[src/rtl/nvme_queue_ctrl.sv]
// Slot allocator, completion tracker and doorbell writer for one NVMe SQ/CQ pair.
// The SQ-tail and CQ-head doorbells share one AXI-Lite write master.
module nvme_queue_ctrl #(
  parameter int                       DEPTH         = 16,
  parameter int                       NL_ADDR_WIDTH = 32,
  parameter logic [NL_ADDR_WIDTH-1:0] SQ_DB_ADDR    = 32'h1008,
  parameter logic [NL_ADDR_WIDTH-1:0] CQ_DB_ADDR    = 32'h100C,
  localparam int                      SW            = $clog2(DEPTH)
) (
  input  logic                     clk,
  input  logic                     rstn,
  input  logic                     alloc_valid,
  output logic                     alloc_ready,
  output logic [SW-1:0]            alloc_slot,
  input  logic                     sub_done,
  input  logic                     cpl_valid,
  input  logic [SW-1:0]            cpl_cid,
  input  logic                     cpl_phase,
  output logic                     cpl_ready,
  output logic [NL_ADDR_WIDTH-1:0] nl_awaddr,
  output logic                     nl_awvalid,
  input  logic                     nl_awready,
  output logic [31:0]              nl_wdata,
  output logic [3:0]               nl_wstrb,
  output logic                     nl_wvalid,
  input  logic                     nl_wready,
  input  logic [1:0]               nl_bresp,
  input  logic                     nl_bvalid,
  output logic                     nl_bready,
  output logic [SW:0]              inflight,
  output logic                     err_cid,
  output logic                     err_sub,
  output logic                     err_db
);

  localparam logic [SW:0] MAX_INFL = (SW+1)'(DEPTH - 1);

  typedef enum logic [1:0] {DB_IDLE, DB_ADDR, DB_RESP} db_state_e;

  logic [SW-1:0]    alloc_ptr_q, alloc_ptr_d;
  logic [SW-1:0]    commit_ptr_q, commit_ptr_d;
  logic [SW-1:0]    cq_head_q, cq_head_d;
  logic             exp_phase_q, exp_phase_d;
  logic [DEPTH-1:0] busy_q, busy_d;
  logic [SW:0]      inflight_q, inflight_d;
  logic             err_cid_q, err_cid_d;
  logic             err_sub_q, err_sub_d;
  logic             cpl_ready_q;
  logic             alloc_fire, retire, cpl_take;

  db_state_e                db_state_q;
  logic                     db_cq_q, last_cq_q;
  logic [SW-1:0]            db_val_q, sq_rung_q, cq_rung_q;
  logic [NL_ADDR_WIDTH-1:0] awaddr_q;
  logic                     awvalid_q, wvalid_q, bready_q, err_db_q;
  logic                     sq_pend, cq_pend, pick_cq;

  assign alloc_ready = (inflight_q < MAX_INFL);
  assign alloc_slot  = alloc_ptr_q;
  assign inflight    = inflight_q;
  assign cpl_ready   = cpl_ready_q;
  assign err_cid     = err_cid_q;
  assign err_sub     = err_sub_q;
  assign err_db      = err_db_q;
  assign nl_awaddr   = awaddr_q;
  assign nl_awvalid  = awvalid_q;
  assign nl_wvalid   = wvalid_q;
  assign nl_wdata    = {{(32-SW){1'b0}}, db_val_q};
  assign nl_wstrb    = 4'hF;
  assign nl_bready   = bready_q;

  assign alloc_fire = alloc_valid && alloc_ready;
  assign cpl_take   = cpl_valid && cpl_ready_q && (cpl_phase == exp_phase_q);

  always_comb begin
    alloc_ptr_d  = alloc_ptr_q;
    commit_ptr_d = commit_ptr_q;
    cq_head_d    = cq_head_q;
    exp_phase_d  = exp_phase_q;
    busy_d       = busy_q;
    inflight_d   = inflight_q;
    err_cid_d    = 1'b0;
    err_sub_d    = 1'b0;
    retire       = 1'b0;

    if (sub_done) begin
      if (commit_ptr_q != alloc_ptr_q) commit_ptr_d = commit_ptr_q + SW'(1);
      else                             err_sub_d    = 1'b1;
    end

    // Stale-phase entries fall through untouched; accepted ones always advance the head
    if (cpl_take) begin
      cq_head_d = cq_head_q + SW'(1);
      if (&cq_head_q) exp_phase_d = ~exp_phase_q;
      if (busy_q[cpl_cid]) begin
        busy_d[cpl_cid] = 1'b0;
        retire          = 1'b1;
      end else begin
        err_cid_d = 1'b1;
      end
    end

    if (alloc_fire) begin
      busy_d[alloc_ptr_q] = 1'b1;
      alloc_ptr_d         = alloc_ptr_q + SW'(1);
    end

    case ({alloc_fire, retire})
      2'b10:   inflight_d = inflight_q + (SW+1)'(1);
      2'b01:   inflight_d = inflight_q - (SW+1)'(1);
      default: inflight_d = inflight_q;
    endcase
  end

  always_ff @(posedge clk or negedge rstn) begin
    if (!rstn) begin
      alloc_ptr_q  <= '0;
      commit_ptr_q <= '0;
      cq_head_q    <= '0;
      exp_phase_q  <= 1'b1;
      busy_q       <= '0;
      inflight_q   <= '0;
      err_cid_q    <= 1'b0;
      err_sub_q    <= 1'b0;
      cpl_ready_q  <= 1'b0;
    end else begin
      alloc_ptr_q  <= alloc_ptr_d;
      commit_ptr_q <= commit_ptr_d;
      cq_head_q    <= cq_head_d;
      exp_phase_q  <= exp_phase_d;
      busy_q       <= busy_d;
      inflight_q   <= inflight_d;
      err_cid_q    <= err_cid_d;
      err_sub_q    <= err_sub_d;
      cpl_ready_q  <= 1'b1;
    end
  end

  // Round-robin: with both pending, serve whichever side did not go last
  assign sq_pend = (commit_ptr_q != sq_rung_q);
  assign cq_pend = (cq_head_q != cq_rung_q);
  assign pick_cq = cq_pend && (!sq_pend || !last_cq_q);

  always_ff @(posedge clk or negedge rstn) begin
    if (!rstn) begin
      db_state_q <= DB_IDLE;
      db_cq_q    <= 1'b0;
      last_cq_q  <= 1'b0;
      db_val_q   <= '0;
      sq_rung_q  <= '0;
      cq_rung_q  <= '0;
      awaddr_q   <= '0;
      awvalid_q  <= 1'b0;
      wvalid_q   <= 1'b0;
      bready_q   <= 1'b0;
      err_db_q   <= 1'b0;
    end else begin
      err_db_q <= 1'b0;
      case (db_state_q)
        DB_IDLE: begin
          if (sq_pend || cq_pend) begin
            db_cq_q    <= pick_cq;
            db_val_q   <= pick_cq ? cq_head_q : commit_ptr_q;
            awaddr_q   <= pick_cq ? CQ_DB_ADDR : SQ_DB_ADDR;
            awvalid_q  <= 1'b1;
            wvalid_q   <= 1'b1;
            db_state_q <= DB_ADDR;
          end
        end
        DB_ADDR: begin
          if (nl_awready) awvalid_q <= 1'b0;
          if (nl_wready)  wvalid_q  <= 1'b0;
          if ((!awvalid_q || nl_awready) && (!wvalid_q || nl_wready)) begin
            bready_q   <= 1'b1;
            db_state_q <= DB_RESP;
          end
        end
        DB_RESP: begin
          // Error responses are reported but the rung still advances: no retry
          if (nl_bvalid) begin
            bready_q  <= 1'b0;
            err_db_q  <= (nl_bresp != 2'b00);
            last_cq_q <= db_cq_q;
            if (db_cq_q) cq_rung_q <= db_val_q;
            else         sq_rung_q <= db_val_q;
            db_state_q <= DB_IDLE;
          end
        end
        default: db_state_q <= DB_IDLE;
      endcase
    end
  end

endmodule

[config.mk]
export PLATFORM = sky130hd
export DESIGN_NAME = nvme_queue_ctrl
export DESIGN_NICKNAME = d
export VERILOG_FILES = /design/src/rtl/nvme_queue_ctrl.sv
export SDC_FILE = /design/constraint.sdc
export NUM_CORES = 1
export LEC_CHECK = 0
export BUFFER_PORTS_ARGS = -buffer_cell sky130_fd_sc_hd__buf_2
export CAP_MARGIN = 10
export CORE_UTILIZATION = 37
export CTS_BUF_LIST = sky130_fd_sc_hd__clkbuf_2
export DETAILED_ROUTE_END_ITERATION = 16
export SLEW_MARGIN = 20
export SYNTH_ARGS = -nofsm -noshare
export SYNTH_HDL_FRONTEND = slang
export SYNTH_SLANG_ARGS = --single-unit
[constraint.sdc]
create_clock -name clk -period 4.9 [get_ports clk]
set_clock_uncertainty 0.15 [all_clocks]
set_input_delay 0.735 -clock clk [delete_from_list [all_inputs] [get_ports clk]]
set_output_delay 0.735 -clock clk [all_outputs]
set_load 0.01 [all_outputs]
Word level (Yosys, flattened, before mapping)
Cells that the tools add are included.
{"block": "totals", "ff_bits": 89, "input_bits": 15, "output_inout_bits": 85}
{"block": "op_classes", "add_sub_neg": 5, "magnitude_cmp": 5, "n_eq_ne": 13, "n_mux": 32, "bitwise_logic": 5, "n_reduce_logical": 30}
{"operator": "16-bit two-way mux", "count": 3}
{"operator": "3-bit AND reduction", "count": 6}
{"operator": "16-bit AND", "count": 1}
{"operator": "1-bit two-way mux", "count": 16}
{"operator": "16-bit inverter", "count": 1}
{"operator": "16-bit OR", "count": 1}
{"operator": "4-bit by 1-bit adder with 4-bit output (second input constant)", "count": 3}
{"operator": "4-bit != test", "count": 3}
{"operator": "4-bit by 5-bit < comparator with 1-bit output (second input constant)", "count": 2}
{"operator": "2-bit != test (second input constant)", "count": 5}
{"operator": "5-bit one-hot mux with 2 select lines", "count": 1}
{"operator": "1-bit demux with 4-bit select", "count": 2}
{"operator": "4-bit by 1-bit >= comparator with 1-bit output (second input constant)", "count": 2}
{"operator": "2-bit nonzero test", "count": 4}
{"operator": "1-bit logical AND", "count": 7}
{"operator": "2-bit two-way mux", "count": 3}
{"operator": "1-bit one-hot mux with 2 select lines", "count": 3}
{"operator": "2-bit one-hot mux with 3 select lines", "count": 1}
{"operator": "2-bit AND reduction", "count": 3}
{"operator": "5-bit by 1-bit adder with 5-bit output (second input constant)", "count": 1}
{"operator": "5-bit by 4-bit < comparator with 1-bit output (second input constant)", "count": 1}
{"operator": "5-bit AND reduction", "count": 1}
{"operator": "5-bit by 1-bit subtractor with 5-bit output (second input constant)", "count": 1}
{"operator": "1-bit binary-select mux with 4-bit select", "count": 1}
{"operator": "9 further kinds", "count": 18}

Logic depth before layout (Yosys ltp)
Gate-level depths: netlist of run 1.
{"block": "depth", "depth_word": 10, "mapped_depth": 13, "mapped_depth_nobuf": 10}

Least setup slack after synthesis of run 1
OpenSTA, ideal clock, no wires.
{"block": "synth_timing", "path_kind": "input port to flip-flop", "from": "in cpl_cid[1]", "to": "reg inflight_q[4] (netlist: inflight[4])", "setup_time_ns": 0.125, "arrival_ns": 3.641, "t_required_ns": 4.625, "setup_slack_ns": 0.984, "path_stages": 12, "path_cell_list": "clkbuf_1 mux4_2 mux4_2 and2_1 ha_1 clkbuf_1 xor2_1 ha_1 or3b_2 a211oi_1 o21bai_1 xnor2_1"}
{"block": "synth_between", "elab_chain_cells": 6, "elab_cells_between_ends": 8, "classes_between": "eq/ne: 2; mux: 5; reduce/logical: 1"}
{"element": "start: declaration", "line_no": "17", "text": "input logic [SW-1:0] cpl_cid,"}
{"element": "1-bit binary-select mux with 4-bit select *", "line_no": "95", "text": "if (busy_q[cpl_cid]) begin"}
{"element": "1-bit two-way mux (not written as such) *", "line_no": "95"}
{"element": "1-bit two-way mux *", "line_no": "95"}
{"element": "1-bit two-way mux *", "line_no": "92", "text": "if (cpl_take) begin"}
{"element": "2-bit by 1-bit equality test with 1-bit output / 2-bit equality test (equally long branches)", "line_no": "108", "text": "case ({alloc_fire, retire})"}
{"element": "5-bit one-hot mux with 2 select lines / 2-bit nonzero test (equally long branches)"}
{"element": "end signal: assignment", "line_no": "132", "text": "inflight_q <= inflight_d;"}
{"element": "end: declaration", "line_no": "45", "text": "logic [SW:0] inflight_q, inflight_d;"}
Every way passes the cells marked *; elsewhere a longest branch is shown, timed or not. The select of a mux whose other input is x is not followed.
A chain may end at the register's enable or synchronous reset.

Worst setup path in the final report of run 1
{"block": "layout_timing", "from": "in cpl_cid[0]", "to": "reg inflight_q[4] (netlist: inflight[4])"}
The elaborated chain is that of the path after synthesis.

==> results of run 1 <==
==> final cells by class <==
| class | instances | area share, % |
|---|---|---|
| Inverter | 16 | 1.65 |
| Clock buffer | 9 | 1.24 |
| Sequential cell | 58 | 39.8 |
| Clock inverter | 7 | 3.23 |
| Tap cell | 108 | 3.71 |
| Multi-Input combinational cell | 249 | 44.9 |
| Timing Repair Buffer | 39 | 5.42 |
==> worst max-delay path: cells and delay by family <==
| family | cells | cell delay [ns] |
|---|---|---|
| AND/OR/NAND/NOR | 2 | 0.67 |
| buffers and inverters | 1 | 0.23 |
| multiplexers | 2 | 1.10 |
| adder cells (fa/ha/maj) | 2 | 0.56 |
| XOR/XNOR | 2 | 0.32 |
| AO/OA/AOI/OAI | 2 | 0.40 |
==> flip-flops by register name, indices dropped and copies added (netlist names), 2 cells and up <==
name and cells:
cq_head_q 4, busy_q 16, cq_rung_q 4, commit_ptr_q 4
db_state_q 2, sq_rung_q 4, nl_awaddr 2, inflight 5
alloc_slot 4, db_val_q 4
==> cell families (layout without fill, tap and decap cells) <==
group | count (synthesis) | after routing | share of synthesized area (%)
compound gates | 74 | 74 | 14.5
xor+xnor | 30 | 30 | 7.63
fa+ha+maj | 9 | 9 | 3.27
buf+inv | 89 | 71 | 16.8
flops | 58 | 58 | 42.2
mux | 11 | 11 | 5.34
other cells | 2 | 62 | 0.218
simple gates | 63 | 63 | 10.1
==> layout by cell type (no fill, tap or decap), types with 2 or more instances in the layout <==
cell,count
o21ai_0,32
and2_1,4
o41ai_1,5
nor2_1,7
a41oi_1,5
a22oi_1,5
inv_1,16
clkinv_2,2
xnor2_1,15
mux4_2,4
clkinv_4,2
nand4_1,4
nor4_1,2
o31ai_1,12
or2_2,3
mux2_2,6
conb_1,62
nand2b_1,7
nand2_1,21
nand4b_1,4
a21oi_1,3
dfrtp_1,57
xor2_1,15
bufinv_16,3
a221oi_1,5
ha_1,9
buf_2,38
clkbuf_2,9
and4_1,2
==> Yosys cell counts (3+ instances only) <==
| master | n |
|---|---|
| a221oi_1 | 5 |
| mux2_2 | 6 |
| o21ai_0 | 32 |
| and2_1 | 4 |
| a22oi_1 | 5 |
| a21oi_1 | 3 |
| nand4_1 | 4 |
| nand4b_1 | 4 |
| xor2_1 | 15 |
| or2_2 | 3 |
| a41oi_1 | 5 |
| nand2b_1 | 7 |
| buf_4 | 63 |
| dfrtp_1 | 57 |
| xnor2_1 | 15 |
| nand2_1 | 21 |
| inv_1 | 16 |
| mux4_2 | 4 |
| nor2_1 | 7 |
| clkbuf_1 | 7 |
| o41ai_1 | 5 |
| ha_1 | 9 |
| o31ai_1 | 12 |
==> where the power goes <==
part	internal [W]	switching, W	leakage, nW
Clock	0.000220	0.000190	0.0958
Sequential	0.000703	0.000234	0.671
Combinational	0.000410	0.000507	0.909
==> per-layer routing <==
metal	vias to the layer above	global-route usage [%]
met5	-	0
met4	0	6.54
met3	10	2.70
met2	84	20.5
met1	1121	20.1
li1	1128	-
==> worst max-delay path by stage <==
stage | to | slack [ns] | cells past startpoint
after floorplan | inflight[4]$_DFFE_PN0P_ | 0.98 | 12
after global placement | inflight[4]$_DFFE_PN0P_ | 0.75 | 11
after detailed placement | inflight[4]$_DFFE_PN0P_ | 0.61 | 11
after CTS | inflight[4]$_DFFE_PN0P_ | 1.14 | 11
after global routing | inflight[4]$_DFFE_PN0P_ | 0.97 | 11
final | inflight[4]$_DFFE_PN0P_ | 1.12 | 11
==> metrics by stage <==
stage	hold slack, ns	std cells	total power (W)	util, %	cell area, sq um
finish	0.207	486	0.00226	41.2	3650
global route	0.247	486	0.00246	41.2	3650
CTS	0.223	486	0.00229	41.2	3650
detailed placement	0.328	470	0.00187	39.4	3480
global placement	0.319	470	0.00184	39.4	3480
floorplan	0.289	396	0.00163	-	3670
==> impl_metrics.yaml, run 1 <==
global_route:
  grt_pass1_vias: 2114
  antenna_found_initial: 0
  grt_overflow: 0
  grt_usage_pct: 14.0
  grt_max_degree: 59
  grt_first_pass_wirelength_um: 10600
final_layout:
  n_antenna_cell: 0
  multi_input_area_sq_um: 1640
  drive_gt1_share_pct: 19.0
  nets: 397
  n_fill_cell: 871
  seq_area_sq_um: 1450
  layout-area-overhead-vs-synth_pct: 5.85
synth:
  synth.yosys.seq_area_share_pct: 42.2
  yosys.area.top_type: "dfrtp_1"
  yosys_warnings: 0
  ys_seq_elements: 58
  synth.distinct_cells: 47
  syn_area_per_cell_sq_um: 10.3
  syn_area_sq_um: 3440
  ys.flop_type: "dfrtp_1"
  synth_edf_count: 0
  yosys-top-cells-area: "dfrtp_1 (41%), buf_4 (14%), o21ai_0 (4.6%)"
  synthArstFlopShare_pct: 100
  syn-instance-count: 336
  synth_top_area_share_pct: 41.4
worst_setup_path:
  cp-startpoint: "cpl_cid[0]"
  crit_slowest_cell: "mux4_1"
  cp-start-kind: "input pin"
  end_kind: "register"
  crit_path_max_fanout: 11
  required_ns: 5.13
  crit_chain: "buf_2 -> mux4_1 -> mux4_2 -> and2_1 -> ha_1 -> xor2_1 -> ha_1 -> or3b_2 -> a211oi_1 -> o21bai_1 -> xnor2_1"
  critPathArrivalTime_ns: 4.01
  worstReg2RegStart: "busy_q[4]$_DFF_PN0_"
  crit_type: "in -> reg"
  cp_common_cell: "ha_1"
  max_stage_delay_ns: 0.62
  r2r-end: "inflight[4]$_DFFE_PN0P_"
  rrSetupSlack_ns: 1.27
  rr_worst_depth: 10
route:
  dr.max_layer_used: "met4"
  routedLengthMet1_um: 3060
  dr.pass1.iters: 6
  met3_length_um: 338
  drt_iter0_markers: 114
  vias_per_cell: 4.82
  drtAntennaViolNets: 0
  vias: 2343
  wl_um: 6440
  met2_length_um: 2920
  drc: 0
  wl_per_cell_um: 13.3
floorplan:
  die_w_um: 98.5
  io_pins: 100
  rows: 34
  initial_core_util_pct: 38.9
  die-height_um: 98.5
  die-area_sq_um: 9700
  coreArea_sq_um: 8850
cts:
  cts.clk_slew.worst_paths_ns: 0.19
  cts_tree: "built"
  cts_sinks: 58
  cts-resized-gates: 0
  post-cts-setup-buffers: 0
  clockBufferDepth: 2
  root_buffer: "clkbuf_2"
  hold_buffers: 0
  htree_levels: 3
  clock_latency_ns: 0.49
  cts_made_buffers: 9
placed_design:
  portBuffers: 38
  pre_cts_slack_ns: 0.612
  place.gp.congestion: 0.846
  place_hpwl_um: 4630
pwr:
  p_leak_nw: 1.68
  ir_worst_vdd_uv: 155
  power_density_nw_per_um2: 621
timing:
  worst_slew_pin_slew_ns: 0.743
  fmax_mhz: 264
  hold_violations: 0
  rsz0062_at_grt: "false"
  finalSetupTns_ns: 0
  setup_viol: 0
  period_needed_ns: 3.78
  slew_viol_final: 0
  slew_headroom_pct: 50.5
  timing.final.ws_setup_ns: 1.12
  min_period_over_period_pct: 77.2
hold_path:
  hold_class: "in -> async"
status:
  status: "complete, no violations"
flow_run:
  maxCapViolations: 0
Note: power is estimated with default switching activity, not from simulation.
==> inputs of run 2 (changes only) <==
Clock period 4.9 ns to 3.3 ns, I/O delays scaled along.
==> run 2 against run 1 <==
  * Sequential power grew 49%
  * First-iteration DRC count shrank 34%
  * Global-route usage shrank 0.48 points
  * Core utilization grew 0.54 points
  * Cell count grew 1.6%
  * Non-clock buffer count grew 8
  * Via count grew 1.4%
  * Total power grew 45%
  * Worst hold slack lost 0.13 ns
==> impl_metrics.yaml, run 2 (synthesis gave the netlist of run 1 again) <==
floorplan:
  die-area_sq_um: 9700
  io_pins: 100
  die_w_um: 98.5
  rows: 34
  initial_core_util_pct: 38.9
  coreArea_sq_um: 8850
  die-height_um: 98.5
timing:
  setup_viol: 0
  slew_viol_final: 0
  hold_violations: 0
  min_period_over_period_pct: 95.8
  fmax_mhz: 316
  rsz0062_at_grt: "false"
  fin_hold_ws_ns: 0.0719
  period_needed_ns: 3.16
  worst_slew_pin_slew_ns: 0.695
  timing.final.ws_setup_ns: 0.137
  slew_headroom_pct: 53.0
  finalSetupTns_ns: 0
worst_setup_path:
  max_stage_delay_ns: 0.52
  critPathArrivalTime_ns: 3.37
  crit_path_max_fanout: 2
  crit_slowest_cell: "mux4_1"
  cp-start-kind: "register"
  cp_common_cell: "ha_2"
  crit_type: "reg -> reg"
  required_ns: 3.51
  end_kind: "register"
  path_delay_family: "multiplexers"
  critPathBufInv: 0
  crit_chain: "mux4_1 -> mux4_2 -> and2_4 -> ha_2 -> xor2_1 -> ha_2 -> or3b_4 -> a211oi_2 -> o21bai_1 -> xnor2_1"
placed_design:
  portBuffers: 38
  place_hpwl_um: 4760
  pre_cts_slack_ns: -0.216
  place.gp.congestion: 0.869
cts:
  cts.clk_slew.worst_paths_ns: 0.18
  post-cts-setup-buffers: 0
  clockBufferDepth: 2
  htree_levels: 3
  cts_made_buffers: 9
  cts_sinks: 58
  clock_latency_ns: 0.48
  root_buffer: "clkbuf_2"
  cts_tree: "built"
final_layout:
  layout_common_cells: "conb_1 (62), dfrtp_1 (57), buf_2 (38)"
  top_register: "busy_q"
  drive_gt1_share_pct: 21.5
  n_antenna_cell: 0
  layout-area-overhead-vs-synth_pct: 7.23
  nets: 405
  final_common_cell: "conb_1"
  largest_reg_flops: 16
route:
  wl_per_cell_um: 12.8
  routedLengthMet1_um: 2950
  drc: 0
  vias: 2375
  met2_length_um: 3060
  dr.pass1.iters: 8
  wl_um: 6320
  dr.max_layer_used: "met4"
  met3_length_um: 274
  drt_iter0_markers: 75
  vias_per_cell: 4.81
  drtAntennaViolNets: 0
flow_run:
  maxCapViolations: 0
hold_path:
  hold_class: "in -> reg"
global_route:
  grt_max_degree: 22
  grt_first_pass_wirelength_um: 10300
  antenna_found_initial: 0
  grt_usage_pct: 13.5
  grt_overflow: 0
  grt_pass1_vias: 2139
pwr:
  power_density_nw_per_um2: 891
  p_leak_nw: 1.70
  ir_worst_vdd_uv: 270
status:
  status: "complete, no violations"
==> run 2: cell count changes in the layout (fill, tap and decap cells not counted), moves of 2 or more <==
cell,before,now
clkinv_4,2,0
buf_4,1,8
ha_1,9,7
ha_2,0,2
==> run 2: where the power goes <==
part / switching [W] / internal, W / leakage, nW
clock network: 0.000267 / 0.000250 / 0.0817
registers: 0.000351 / 0.00104 / 0.671
logic: 0.000748 / 0.000632 / 0.949
total: 0.00137 / 0.00193 / 1.70
==> run 2: what timing repair did <==
action	CTS	global route
hold endpoints to repair	18	0
resized for setup	0	0
hold buffers	1	0
==> run 2: path summary, 6_finish.rpt <==
| path | startpoint | to | slack [ns] | cells past startpoint |
|---|---|---|---|---|
| max | busy_q[6]$_DFF_PN0_ | inflight[4]$_DFFE_PN0P_ | 0.14 | 10 |
| min | nl_bvalid | db_state_q[1]$_DFFE_PN0P_ | 0.07 | 2 |
| max reg2reg | busy_q[6]$_DFF_PN0_ | inflight[4]$_DFFE_PN0P_ | 0.14 | 10 |
| min reg2reg | nl_awaddr[3]$_DFFE_PN0P_ | nl_awaddr[3]$_DFFE_PN0P_ | 0.35 | 1 |
| max in group asynchronous | rstn | inflight[2]$_DFFE_PN0P_ | 1.98 | 3 |
| min in group asynchronous | rstn | cq_head_q[2]$_DFFE_PN0P_ | 0.35 | 2 |
==> run 2: cell type report <==
class                   count  area (sq um)
fillers                   890          5150
multi-input cells         249          1650
flip-flops and latches     58          1450
repair buffers             47           260
well taps                 108           135
clock inverters             6          82.6
inverters                  16          60.1
clock buffers              10          50.0
==> run 2: through the flow <==
stage	power (W)	util (%)	cell area (sq um)	std cells
finish	0.00329	41.7	3690	494
global route	0.00357	41.7	3690	494
CTS	0.00334	41.7	3690	494
detailed placement	0.00281	40.1	3550	477
global placement	0.00277	40.1	3550	477
floorplan	0.00244	-	3700	396
==> run 2: per-layer routing <==
layer / up-vias / global-route usage [%]
met5: - / 0
met4: 0 / 4.13
met3: 4 / 3.83
met2: 75 / 21.4
met1: 1149 / 18.1
li1: 1147 / -
==> run 2: worst reg2reg max path, delay by kind of cell (launching register included) <==
kind | cells | cell delay, ns
multiplexers | 2 | 1.01
AO/OA/AOI/OAI | 2 | 0.27
AND/OR/NAND/NOR | 2 | 0.55
adder cells (fa/ha/maj) | 2 | 0.37
XOR/XNOR | 2 | 0.26
flip-flops | 1 | 0.43
==> inputs of run 3 (changes only) <==
Settings changed: CORE_ASPECT_RATIO set to 0.7.
==> run 3 against run 2 <==
  * Register-to-register slack worse by 0.02 ns
  * Routed wire length is 7.4% higher
  * Largest cell class unchanged
  * Final area is 0.64% lower
  * Die area hardly changed
==> impl_metrics.yaml, run 3 (synthesis gave the netlist of run 1 again) <==
global_route:
  grt_usage_pct: 14.8
  grt_pass1_vias: 2194
  grt_overflow: 0
  antenna_found_initial: 0
  grt_max_degree: 59
  grt_first_pass_wirelength_um: 10900
hold_path:
  whs_endpoint: "db_state_q[1]$_DFFE_PN0P_"
  hold_depth: 2
  min_from: "nl_bvalid"
  hold_class: "in -> reg"
worst_setup_path:
  worstReg2RegStart: "busy_q[5]$_DFF_PN0_"
  r2r-end: "inflight[4]$_DFFE_PN0P_"
  required_ns: 3.54
  crit_path_max_fanout: 2
  cp-start-kind: "register"
  rrSetupSlack_ns: 0.11
  crit_type: "reg -> reg"
  rr_worst_depth: 10
  end_kind: "register"
  critPathArrivalTime_ns: 3.43
final_layout:
  largest_reg_flops: 16
  n_fill_cell: 885
  n_antenna_cell: 0
  nets: 404
  final_common_cell: "conb_1"
  seq_area_sq_um: 1450
  drive_gt1_share_pct: 20.3
  stdcell_count: 508
  layout-area-overhead-vs-synth_pct: 6.54
  top_register: "busy_q"
  stdcell_area_sq_um: 3670
  multi_input_area_sq_um: 1650
  layout_common_cells: "conb_1 (62), dfrtp_1 (57), buf_2 (38)"
floorplan:
  die-area_sq_um: 9710
  coreArea_sq_um: 9030
  die_w_um: 117
  initial_core_util_pct: 38.1
  io_pins: 100
  die-height_um: 82.7
  rows: 29
cts:
  cts-resized-gates: 0
  cts_sinks: 58
  cts_made_buffers: 9
  clockBufferDepth: 2
  root_buffer: "clkbuf_2"
  clock_latency_ns: 0.50
  cts.clk_slew.worst_paths_ns: 0.16
  cts_tree: "built"
  htree_levels: 3
timing:
  fin_hold_ws_ns: 0.0762
  slew_headroom_pct: 50.4
  rsz0062_at_grt: "false"
  min_period_over_period_pct: 96.5
  fmax_mhz: 314
  period_needed_ns: 3.19
  slew_viol_final: 0
  worst_slew_pin_slew_ns: 0.744
  setup_viol: 0
  hold_violations: 0
placed_design:
  dpl.cell_count: 492
  portBuffers: 38
  place_hpwl_um: 4910
  place.gp.congestion: 0.826
  dpl-instance-area_sq_um: 3560
pwr:
  ir_worst_vdd_uv: 221
  p_leak_nw: 1.68
  power_density_nw_per_um2: 882
route:
  drtAntennaViolNets: 0
  drt_iter0_markers: 149
  wl_um: 6780
  drc: 0
  vias: 2414
  vias_per_cell: 4.75
  dr.pass1.iters: 4
  wl_per_cell_um: 13.3
flow_run:
  maxCapViolations: 0
status:
  status: "complete, no violations"
-- run 3: worst max-delay path by stage --
stage	from	endpoint	slack [ns]	cells after the start
after floorplan	cpl_cid[0]	inflight[4]$_DFFE_PN0P_	-0.09	12
final	busy_q[5]$_DFF_PN0_	inflight[4]$_DFFE_PN0P_	0.11	10
after global routing	busy_q[4]$_DFF_PN0_	inflight[4]$_DFFE_PN0P_	0.01	10
after global placement	cpl_cid[0]	inflight[4]$_DFFE_PN0P_	-0.21	11
after detailed placement	cpl_cid[0]	inflight[4]$_DFFE_PN0P_	-0.29	11
after CTS	busy_q[5]$_DFF_PN0_	inflight[4]$_DFFE_PN0P_	0.11	10
-- run 3: metrics by stage --
stage	setup slack, ns	total power (W)	utilization, %	TNS (ns)
after floorplan	-0.0934	0.00244	-	-0.0934
after global placement	-0.207	0.00277	39.4	-0.285
after detailed placement	-0.295	0.00283	39.4	-0.469
after CTS	0.110	0.00326	40.6	0
after global routing	0.00958	0.00352	40.6	0
final	0.114	0.00324	40.6	0
-- run 3: worst max-delay path, stage by stage, from the launching register on --
cell      delay [ns]
dfrtp_1         0.41
mux4_1          0.54
mux4_2          0.48
and2_4          0.20
ha_2            0.19
xor2_1          0.15
ha_2            0.19
or3b_4          0.37
a211oi_2        0.18
o21bai_1        0.09
xnor2_1         0.13
-- run 3: routing by layer --
layer | up-vias | track usage (%) | routed length (um)
li1 | 1140 | - | -
met1 | 1198 | 19.4 | 3310
met2 | 68 | 23.0 | 3070
met3 | 8 | 4.60 | 318
met4 | 0 | 5.97 | 76
met5 | - | 0 | 0
-- run 3: repair_timing --
action	CTS	global route
buffers inserted	0	0
hold buffers	1	0
endpoints found under the setup margin	0	0
endpoints found under the hold margin	50	0
-- run 3: final cells by class --
type | count | share of cell area [%]
clock inverter | 5 | 1.26
tap | 124 | 4.23
clock buffer | 10 | 1.36
multi-input combinational | 249 | 45.0
sequential | 58 | 39.6
inverter | 16 | 1.64
timing repair buffer | 46 | 6.89
-- run 3: power breakdown --
| group | switching (W) | internal [W] | total, W |
|---|---|---|---|
| Clock | 0.000259 | 0.000166 | 0.000425 |
| Combinational | 0.000783 | 0.000627 | 0.00141 |
| Sequential | 0.000356 | 0.00104 | 0.00140 |
